$ cat config.mk
export PLATFORM = sky130hd
export DESIGN_NAME = rename_regfile
export DESIGN_NICKNAME = d
export VERILOG_FILES = /design/src/rtl/rename_regfile_pkg.sv /design/src/rtl/regfile_read_port.sv /design/src/rtl/rename_regfile.sv
export SDC_FILE = /design/constraint.sdc
export NUM_CORES = 2
export LEC_CHECK = 0
export CAP_MARGIN = 20
export CELL_PAD_IN_SITES_DETAIL_PLACEMENT = 0
export CELL_PAD_IN_SITES_GLOBAL_PLACEMENT = 1
export CORE_MARGIN = 8
export CORE_UTILIZATION = 50
export CTS_CLUSTER_DIAMETER = 150
export DETAILED_ROUTE_END_ITERATION = 12
export PLACE_DENSITY = 0.8
export SLEW_MARGIN = 20
export SYNTH_ARGS = -nofsm -noshare
export SYNTH_HDL_FRONTEND = slang
export SYNTH_HIERARCHICAL = 1
export SYNTH_SLANG_ARGS = --single-unit
$ cat constraint.sdc
create_clock -name clk -period 7.6 [get_ports clk]
set_clock_uncertainty 0.15 [all_clocks]
set_input_delay 1.52 -clock clk [delete_from_list [all_inputs] [get_ports clk]]
set_output_delay 1.52 -clock clk [all_outputs]
set_load 0.05 [all_outputs]
$ cat src/rtl/rename_regfile_pkg.sv
// rename_regfile_pkg: shared widths, types and constants for the rename register file.
package rename_regfile_pkg;
    localparam int REG_POS_W = 5;
    localparam int ROB_ID_W  = 5;
    localparam int DATA_W    = 32;
    typedef logic [REG_POS_W-1:0] REG_POS_TYPE;
    typedef logic [ROB_ID_W-1:0]  ROB_ID_TYPE;
    typedef logic [DATA_W-1:0]    DATA_TYPE;
    localparam REG_POS_TYPE ZERO_REG  = '0;
    localparam ROB_ID_TYPE  ZERO_ROB  = '0;
    localparam DATA_TYPE    ZERO_WORD = '0;
    localparam logic        TRUE      = 1'b1;
    localparam logic        FALSE     = 1'b0;
endpackage

$ cat src/rtl/regfile_read_port.sv
// regfile_read_port: one source-operand read with same-cycle commit forwarding.
module regfile_read_port
    import rename_regfile_pkg::*;
#(
    parameter int REG_NUM       = 32,
    parameter int REG_POS_WIDTH = 5,
    parameter int ROB_ID_WIDTH  = 5,
    parameter int DATA_WIDTH    = 32
) (
    input  logic [REG_POS_WIDTH-1:0] rs,
    input  logic [ROB_ID_WIDTH-1:0]  tags [REG_NUM],
    input  logic [DATA_WIDTH-1:0]    words [REG_NUM],
    input  logic                     commit_flag,
    input  logic [REG_POS_WIDTH-1:0] rd_from_rob,
    input  logic [ROB_ID_WIDTH-1:0]  Q_from_rob,
    input  logic [DATA_WIDTH-1:0]    V_from_rob,
    output logic [ROB_ID_WIDTH-1:0]  q,
    output logic [DATA_WIDTH-1:0]    v
);
    logic zero;
    logic fwd;
    always_comb begin
        zero = rs == '0;
        fwd  = commit_flag && rd_from_rob == rs && tags[rs] == Q_from_rob;
        q    = (zero || fwd) ? '0 : tags[rs];
        v    = zero ? '0 : fwd ? V_from_rob : words[rs];
    end
endmodule

$ cat src/rtl/rename_regfile.sv
// rename_regfile: architectural registers plus ROB rename tags, with commit, rename and rollback.
module rename_regfile
    import rename_regfile_pkg::*;
#(
    parameter int REG_NUM       = 32,
    parameter int REG_POS_WIDTH = 5,
    parameter int ROB_ID_WIDTH  = 5,
    parameter int DATA_WIDTH    = 32
) (
    input  logic                     clk,
    input  logic                     rst,
    input  logic                     rdy,
    input  logic [REG_POS_WIDTH-1:0] rs1_from_dsp,
    input  logic [REG_POS_WIDTH-1:0] rs2_from_dsp,
    output logic [ROB_ID_WIDTH-1:0]  Q1_to_dsp,
    output logic [DATA_WIDTH-1:0]    V1_to_dsp,
    output logic [ROB_ID_WIDTH-1:0]  Q2_to_dsp,
    output logic [DATA_WIDTH-1:0]    V2_to_dsp,
    input  logic                     ena_from_dsp,
    input  logic [REG_POS_WIDTH-1:0] rd_from_dsp,
    input  logic [ROB_ID_WIDTH-1:0]  rob_id_from_dsp,
    input  logic                     commit_flag,
    input  logic [REG_POS_WIDTH-1:0] rd_from_rob,
    input  logic [ROB_ID_WIDTH-1:0]  Q_from_rob,
    input  logic [DATA_WIDTH-1:0]    V_from_rob,
    input  logic                     rollback_flag
);
    logic [ROB_ID_WIDTH-1:0] tag_q  [REG_NUM];
    logic [ROB_ID_WIDTH-1:0] tag_d  [REG_NUM];
    logic [DATA_WIDTH-1:0]   data_q [REG_NUM];
    logic [DATA_WIDTH-1:0]   data_d [REG_NUM];
    logic [REG_NUM-1:0]      cmt_hit;
    logic [REG_NUM-1:0]      ren_hit;
    // x0 never matches a hit, so its tag and data stay at their reset value of zero
    always_comb begin
        for (int i = 0; i < REG_NUM; i++) begin
            cmt_hit[i] = i != 0 && commit_flag && rd_from_rob == REG_POS_WIDTH'(i);
            ren_hit[i] = i != 0 && ena_from_dsp && !rollback_flag && rd_from_dsp == REG_POS_WIDTH'(i);
            data_d[i]  = cmt_hit[i] ? V_from_rob : data_q[i];
            tag_d[i]   = rollback_flag ? '0 :
                         ren_hit[i] ? rob_id_from_dsp :
                         (cmt_hit[i] && tag_q[i] == Q_from_rob) ? '0 : tag_q[i];
        end
    end
    always_ff @(posedge clk) begin
        for (int i = 0; i < REG_NUM; i++) begin
            if (rst) begin
                tag_q[i]  <= '0;
                data_q[i] <= '0;
            end else if (rdy) begin
                tag_q[i]  <= tag_d[i];
                data_q[i] <= data_d[i];
            end
        end
    end
    regfile_read_port #(
        .REG_NUM(REG_NUM), .REG_POS_WIDTH(REG_POS_WIDTH),
        .ROB_ID_WIDTH(ROB_ID_WIDTH), .DATA_WIDTH(DATA_WIDTH)
    ) u_rp1 (
        .rs(rs1_from_dsp), .tags(tag_q), .words(data_q),
        .commit_flag(commit_flag), .rd_from_rob(rd_from_rob),
        .Q_from_rob(Q_from_rob), .V_from_rob(V_from_rob),
        .q(Q1_to_dsp), .v(V1_to_dsp)
    );
    regfile_read_port #(
        .REG_NUM(REG_NUM), .REG_POS_WIDTH(REG_POS_WIDTH),
        .ROB_ID_WIDTH(ROB_ID_WIDTH), .DATA_WIDTH(DATA_WIDTH)
    ) u_rp2 (
        .rs(rs2_from_dsp), .tags(tag_q), .words(data_q),
        .commit_flag(commit_flag), .rd_from_rob(rd_from_rob),
        .Q_from_rob(Q_from_rob), .V_from_rob(V_from_rob),
        .q(Q2_to_dsp), .v(V2_to_dsp)
    );
endmodule

After elaboration in Yosys (flattened, before gate mapping)
Cells that the tools add are included.
- order comparisons: 2
- equality and inequality tests: 97
- mux-type cells: 111
- bitwise logic cells: 2
- reduce and logical (&&, ||, !) cells: 196
- operators with widths (operator ; number):
    5-bit two-way mux ; 99
    32-bit binary-select mux with 5-bit select ; 2
    32-bit two-way mux ; 8
    5-bit equality test ; 35
    5-bit equality test, second input constant ; 32
    2-bit AND reduction ; 62
    1-bit logical AND ; 98
    3-bit nonzero test ; 31
    5-bit by 4-bit equality test with 1-bit output, second input constant ; 16
    5-bit binary-select mux with 5-bit select ; 2
    5-bit by 3-bit equality test with 1-bit output, second input constant ; 8
    5-bit by 2-bit equality test with 1-bit output, second input constant ; 4
    6-bit greater-or-equal comparator, second input constant ; 2
    5-bit NOT with 6-bit output ; 2
    5-bit by 1-bit equality test with 1-bit output, second input constant ; 2
    5-bit logical NOT ; 2
    1-bit logical OR ; 2
    1-bit logical NOT ; 1
- register bits: 1147
- bits of input ports: 68
- output and inout port bits: 74
- logic and storage cells: 470

Depth between registers and ports, before layout
- word-level depth: 8
- gate-level depth with buffers: 13
- gate-level depth less buffers: 8

Cells and area by module
Netlist, hierarchy kept.
- modules (own cells, without submodules) (module ; instances ; cells each ; area an instance (um^2)):
    rename_regfile ; 1 ; 5563 ; 43390.4
    regfile_read_port ; 2 ; 680 ; 10122.2

Worst setup path after synthesis
Ideal clock, no wire load.
- path type: input-to-output
- start point: input port rs1_from_dsp[0]
- end point: output port Q1_to_dsp[0]
- arrival: 4480 ps
- data required time: 5930 ps
- setup slack: 1450 ps
- stages on the path: 9
- buffers on the path: 2
- cells stage by stage: buf_6 buf_6 mux4_2 mux4_2 mux2i_4 xnor2_1 nor2_1 nand2_2 nor3b_1
- word-level cells in the longest chain between the ends: 8
- elaborated cells on any way between the ends: 11
- classes of those cells: 2 x eq/ne; 4 x mux; 1 x bitwise; 4 x reduce/logical
- ends and longest elaborated chain (item ; RTL line ; RTL):
    start, declared ; rename_regfile.sv:13 ; input logic [REG_POS_WIDTH-1:0] rs1_from_dsp,
    5-bit NOT with 6-bit output (implied by the code) ; regfile_read_port.sv:24, regfile_read_port.sv:25 ;
    5-bit binary-select mux with 5-bit select ; regfile_read_port.sv:24, regfile_read_port.sv:25 ;
    5-bit two-way mux (implied by the code) (2 in a row) ; regfile_read_port.sv:24, regfile_read_port.sv:25 ;
    5-bit equality test ; regfile_read_port.sv:24 ; fwd = commit_flag && rd_from_rob == rs && tags[rs] == Q_from_rob;
    1-bit logical AND ; regfile_read_port.sv:24 ;
    1-bit logical OR ; regfile_read_port.sv:25 ; q = (zero || fwd) ? '0 : tags[rs];
    5-bit two-way mux * ; regfile_read_port.sv:25 ;
    end, declared ; rename_regfile.sv:15 ; output logic [ROB_ID_WIDTH-1:0] Q1_to_dsp,
Every way passes the cells marked *; elsewhere a longest branch is shown, timed or not. The select of a mux whose other input is x is not followed.

Final worst setup path
- start point: input port rs2_from_dsp[1]
- end point: output port V2_to_dsp[10]
- word-level cells in the longest chain between the ends: 8
- elaborated cells on any way between the ends: 14
- classes of those cells: 2 x eq/ne; 8 x mux; 1 x bitwise; 3 x reduce/logical
- ends and longest elaborated chain (item ; RTL line ; RTL):
    start, declared ; rename_regfile.sv:14 ; input logic [REG_POS_WIDTH-1:0] rs2_from_dsp,
    5-bit NOT with 6-bit output (implied by the code) ; regfile_read_port.sv:24, regfile_read_port.sv:26 ;
    5-bit binary-select mux with 5-bit select ; regfile_read_port.sv:24 ;
    5-bit two-way mux (implied by the code) (2 in a row) ; regfile_read_port.sv:24 ;
    5-bit equality test ; regfile_read_port.sv:24 ;
    1-bit logical AND ; regfile_read_port.sv:24 ;
    32-bit two-way mux ; regfile_read_port.sv:26 ; v = zero ? '0 : fwd ? V_from_rob : words[rs];
    32-bit two-way mux * ; regfile_read_port.sv:26 ;
    end, declared ; rename_regfile.sv:18 ; output logic [DATA_WIDTH-1:0] V2_to_dsp,
Marked as above.

==> results.txt <==
Setup violators final = 0
Ys Warns = 6
Layout area overhead = 11.5%
Worst-path clk slew = 0.05 ns
CP required = 5.93 ns
Initial antenna violation count = 3
Number of post-CTS setup repair buffers = 0
Inst Count DP = 8,257
Syn Area/Cell = 9.19 µm²
Bufs on Longest Clock Path = 3
Initial Util = 50.2%
Syn Inst Count = 6,923
Post-route ant nets = 0
Sequential share of the synthesized area = 36.1%
Post-CTS resize count = 0
Die Y-Extent = 373 µm
Synthesized flop and latch total = 1,147
DRC = 0
Clk root buf = clkbuf_16
CP Launch Type = primary input
Die width = 373 µm
Gpl congestion = 0.949
Rel. slew slack = 19.3%
Largest net degree at the start of global routing = 235
Worst min path class = reg2reg
Gr ovfl total = 0
Unrepaired setup endpoints after global routing = false
Post-synth EDFFs = 0
Clk_lat worst skew = 0.78 ns
Post-DP HPWL = 139,000 µm
Clock Sinks = 1,147
Worst-Margin Slew = 1.21 ns
CTS Buf Count = 132
Critical Path Fanout Max = 70
Tmin final = 6.77 ns
TNS Setup = 0 ns
Pwr per Cell Area = 196 nW/µm²
Share of synthesized flip-flops with an asynchronous set or reset = 0%
Final Hold Fails = 0
Vias in the first global route = 53,500
Crit path DAT = 5.10 ns
Max Cap Violations = 0
Global Route Usage Sum = 33.4%
Layout cell share with drive strength beyond 1 = 19.5%
Worst path cell trace = buf_8 > buf_4 > buf_4 > mux4_2 > mux4_2 > mux2_2 > nand2_1 > mux2i_1 > buf_12
Slowest cell delay on critical path = 0.67 ns
WS Path Type = in2out
Critical path endpoint category = primary output
Die ar. = 139,000 µm²
Synthesized cell area = 63,600 µm²
Site row count = 131
Main synth FF type = dfxtp_1
Most common cell after layout, fill and taps aside = nand2_1
Commonest non-fill, non-tap cells in the layout = 2,243 x nand2_1, 1,147 x dfxtp_1, 1,060 x a21oi_1
Leak = 23.6 nW
Core area = 127,000 µm²
Distinct cells, synth = 74
Initial DRC count = 7,751
VDD IR max = 0.212 mV
Global-route wire length before repair = 355,000 µm
Final period util = 89.1%
Vias = 55,300
Max Clock Freq = 148 MHz
Outcome = finished, final reports clean
Fin cells = 8,489
Util after Layout = 55.9%
PortBufs = 141
Drt total wl = 240,000 µm
IO Pins = 142
Final net count = 6,798
TritonCTS clock tree = built
Vias per Instance = 6.52
Slew Viols, Final = 0
CP max-delay cell = buf_4
Hold_buf cts = 0
First-pass iteration count of the detailed router = 6
DR WL/cell = 28.3 µm
CTS H-tree lvls = 4
==> layer usage <==
metal  vias up  routed length, µm  track usage (%)
li1      23900                  -                -
met1     27200              90400             43.7
met2      3461             107000             51.6
met3       766              28400             8.12
met4         4              14100             17.2
met5         -                 27                0
==> cell usage after synthesis (all sizes together) (35+ instances only) <==
master,number,area share [%]
dfxtp,1147,36
mux2,74,1.3
clkbuf,453,2.7
a21oi,1062,8.4
nor3,35,0.32
nand2b,121,1.2
nor2,78,0.48
mux4,702,25
buf,244,2.0
xnor2,83,1.1
nand2,2269,13
o21ai,116,0.96
mux2i,186,3.0
nand3,66,0.52
xor2,92,1.3
==> critical path: cells and delay by family <==
kind / cells / cell delay, ns
and+or+nand+nor: 1 / 0.08
buffers and inverters: 4 / 2.02
muxes: 4 / 1.35
==> final timing paths <==
path | from | end | slack (ns) | depth (start not counted)
hold / removal | data_q[33]$_SDFFE_PP0P_ | data_q[33]$_SDFFE_PP0P_ | 0.31 | 2
setup reg to reg | tag_q[138]$_SDFFE_PP0P_ | tag_q[136]$_SDFFE_PP0P_ | 5.49 | 5
hold reg to reg | data_q[33]$_SDFFE_PP0P_ | data_q[33]$_SDFFE_PP0P_ | 0.31 | 2
setup / recovery | rs2_from_dsp[1] | V2_to_dsp[10] | 0.83 | 9
==> where the power goes <==
part | internal, mW | switching [mW]
Clock | 3.87 | 2.72
Sequential | 6.05 | 0.0408
Combinational | 0.425 | 0.825
Total | 10.3 | 3.58
==> registers in the layout (all words and copies together), names as in the netlist <==
| name | cells |
|---|---|
| data_q | 992 |
| tag_q | 155 |
==> through the flow <==
| step | area, µm² | setup slack, ns | total power, mW | hold WS [ns] |
|---|---|---|---|---|
| detailed placement | 66500 | 0.940 | 7.44 | 0.306 |
| floorplan | 63900 | 1.45 | 7.05 | 0.289 |
| global route | 70900 | 0.776 | 14.3 | 0.326 |
| global placement | 66500 | 0.967 | 7.43 | 0.297 |
| CTS | 70900 | 0.935 | 13.9 | 0.314 |
| finish | 70900 | 0.827 | 13.9 | 0.313 |
==> final cells by class <==
class / instances / area (µm²)
antenna: 1 / 2.50
timing repair buffer: 297 / 3240
fill: 11100 / 55900
sequential: 1147 / 23000
clock inverter: 44 / 558
inverter: 4 / 15.0
tap: 1662 / 2080
clock buffer: 186 / 3840
multi-input combinational: 5148 / 38200
==> logic make-up after synthesis <==
kind of cell	Yosys count	share of synthesized area (%)
buffers and inverters	701	4.74
and+or+nand+nor	2671	17.1
xor gates and xnor gates	175	2.41
DFF	1147	36.1
other	1	0.00589
muxes	962	29.2
AOI/OAI and AO/OA	1266	10.5
No activity file was read; power rests on OpenSTA's default activity.
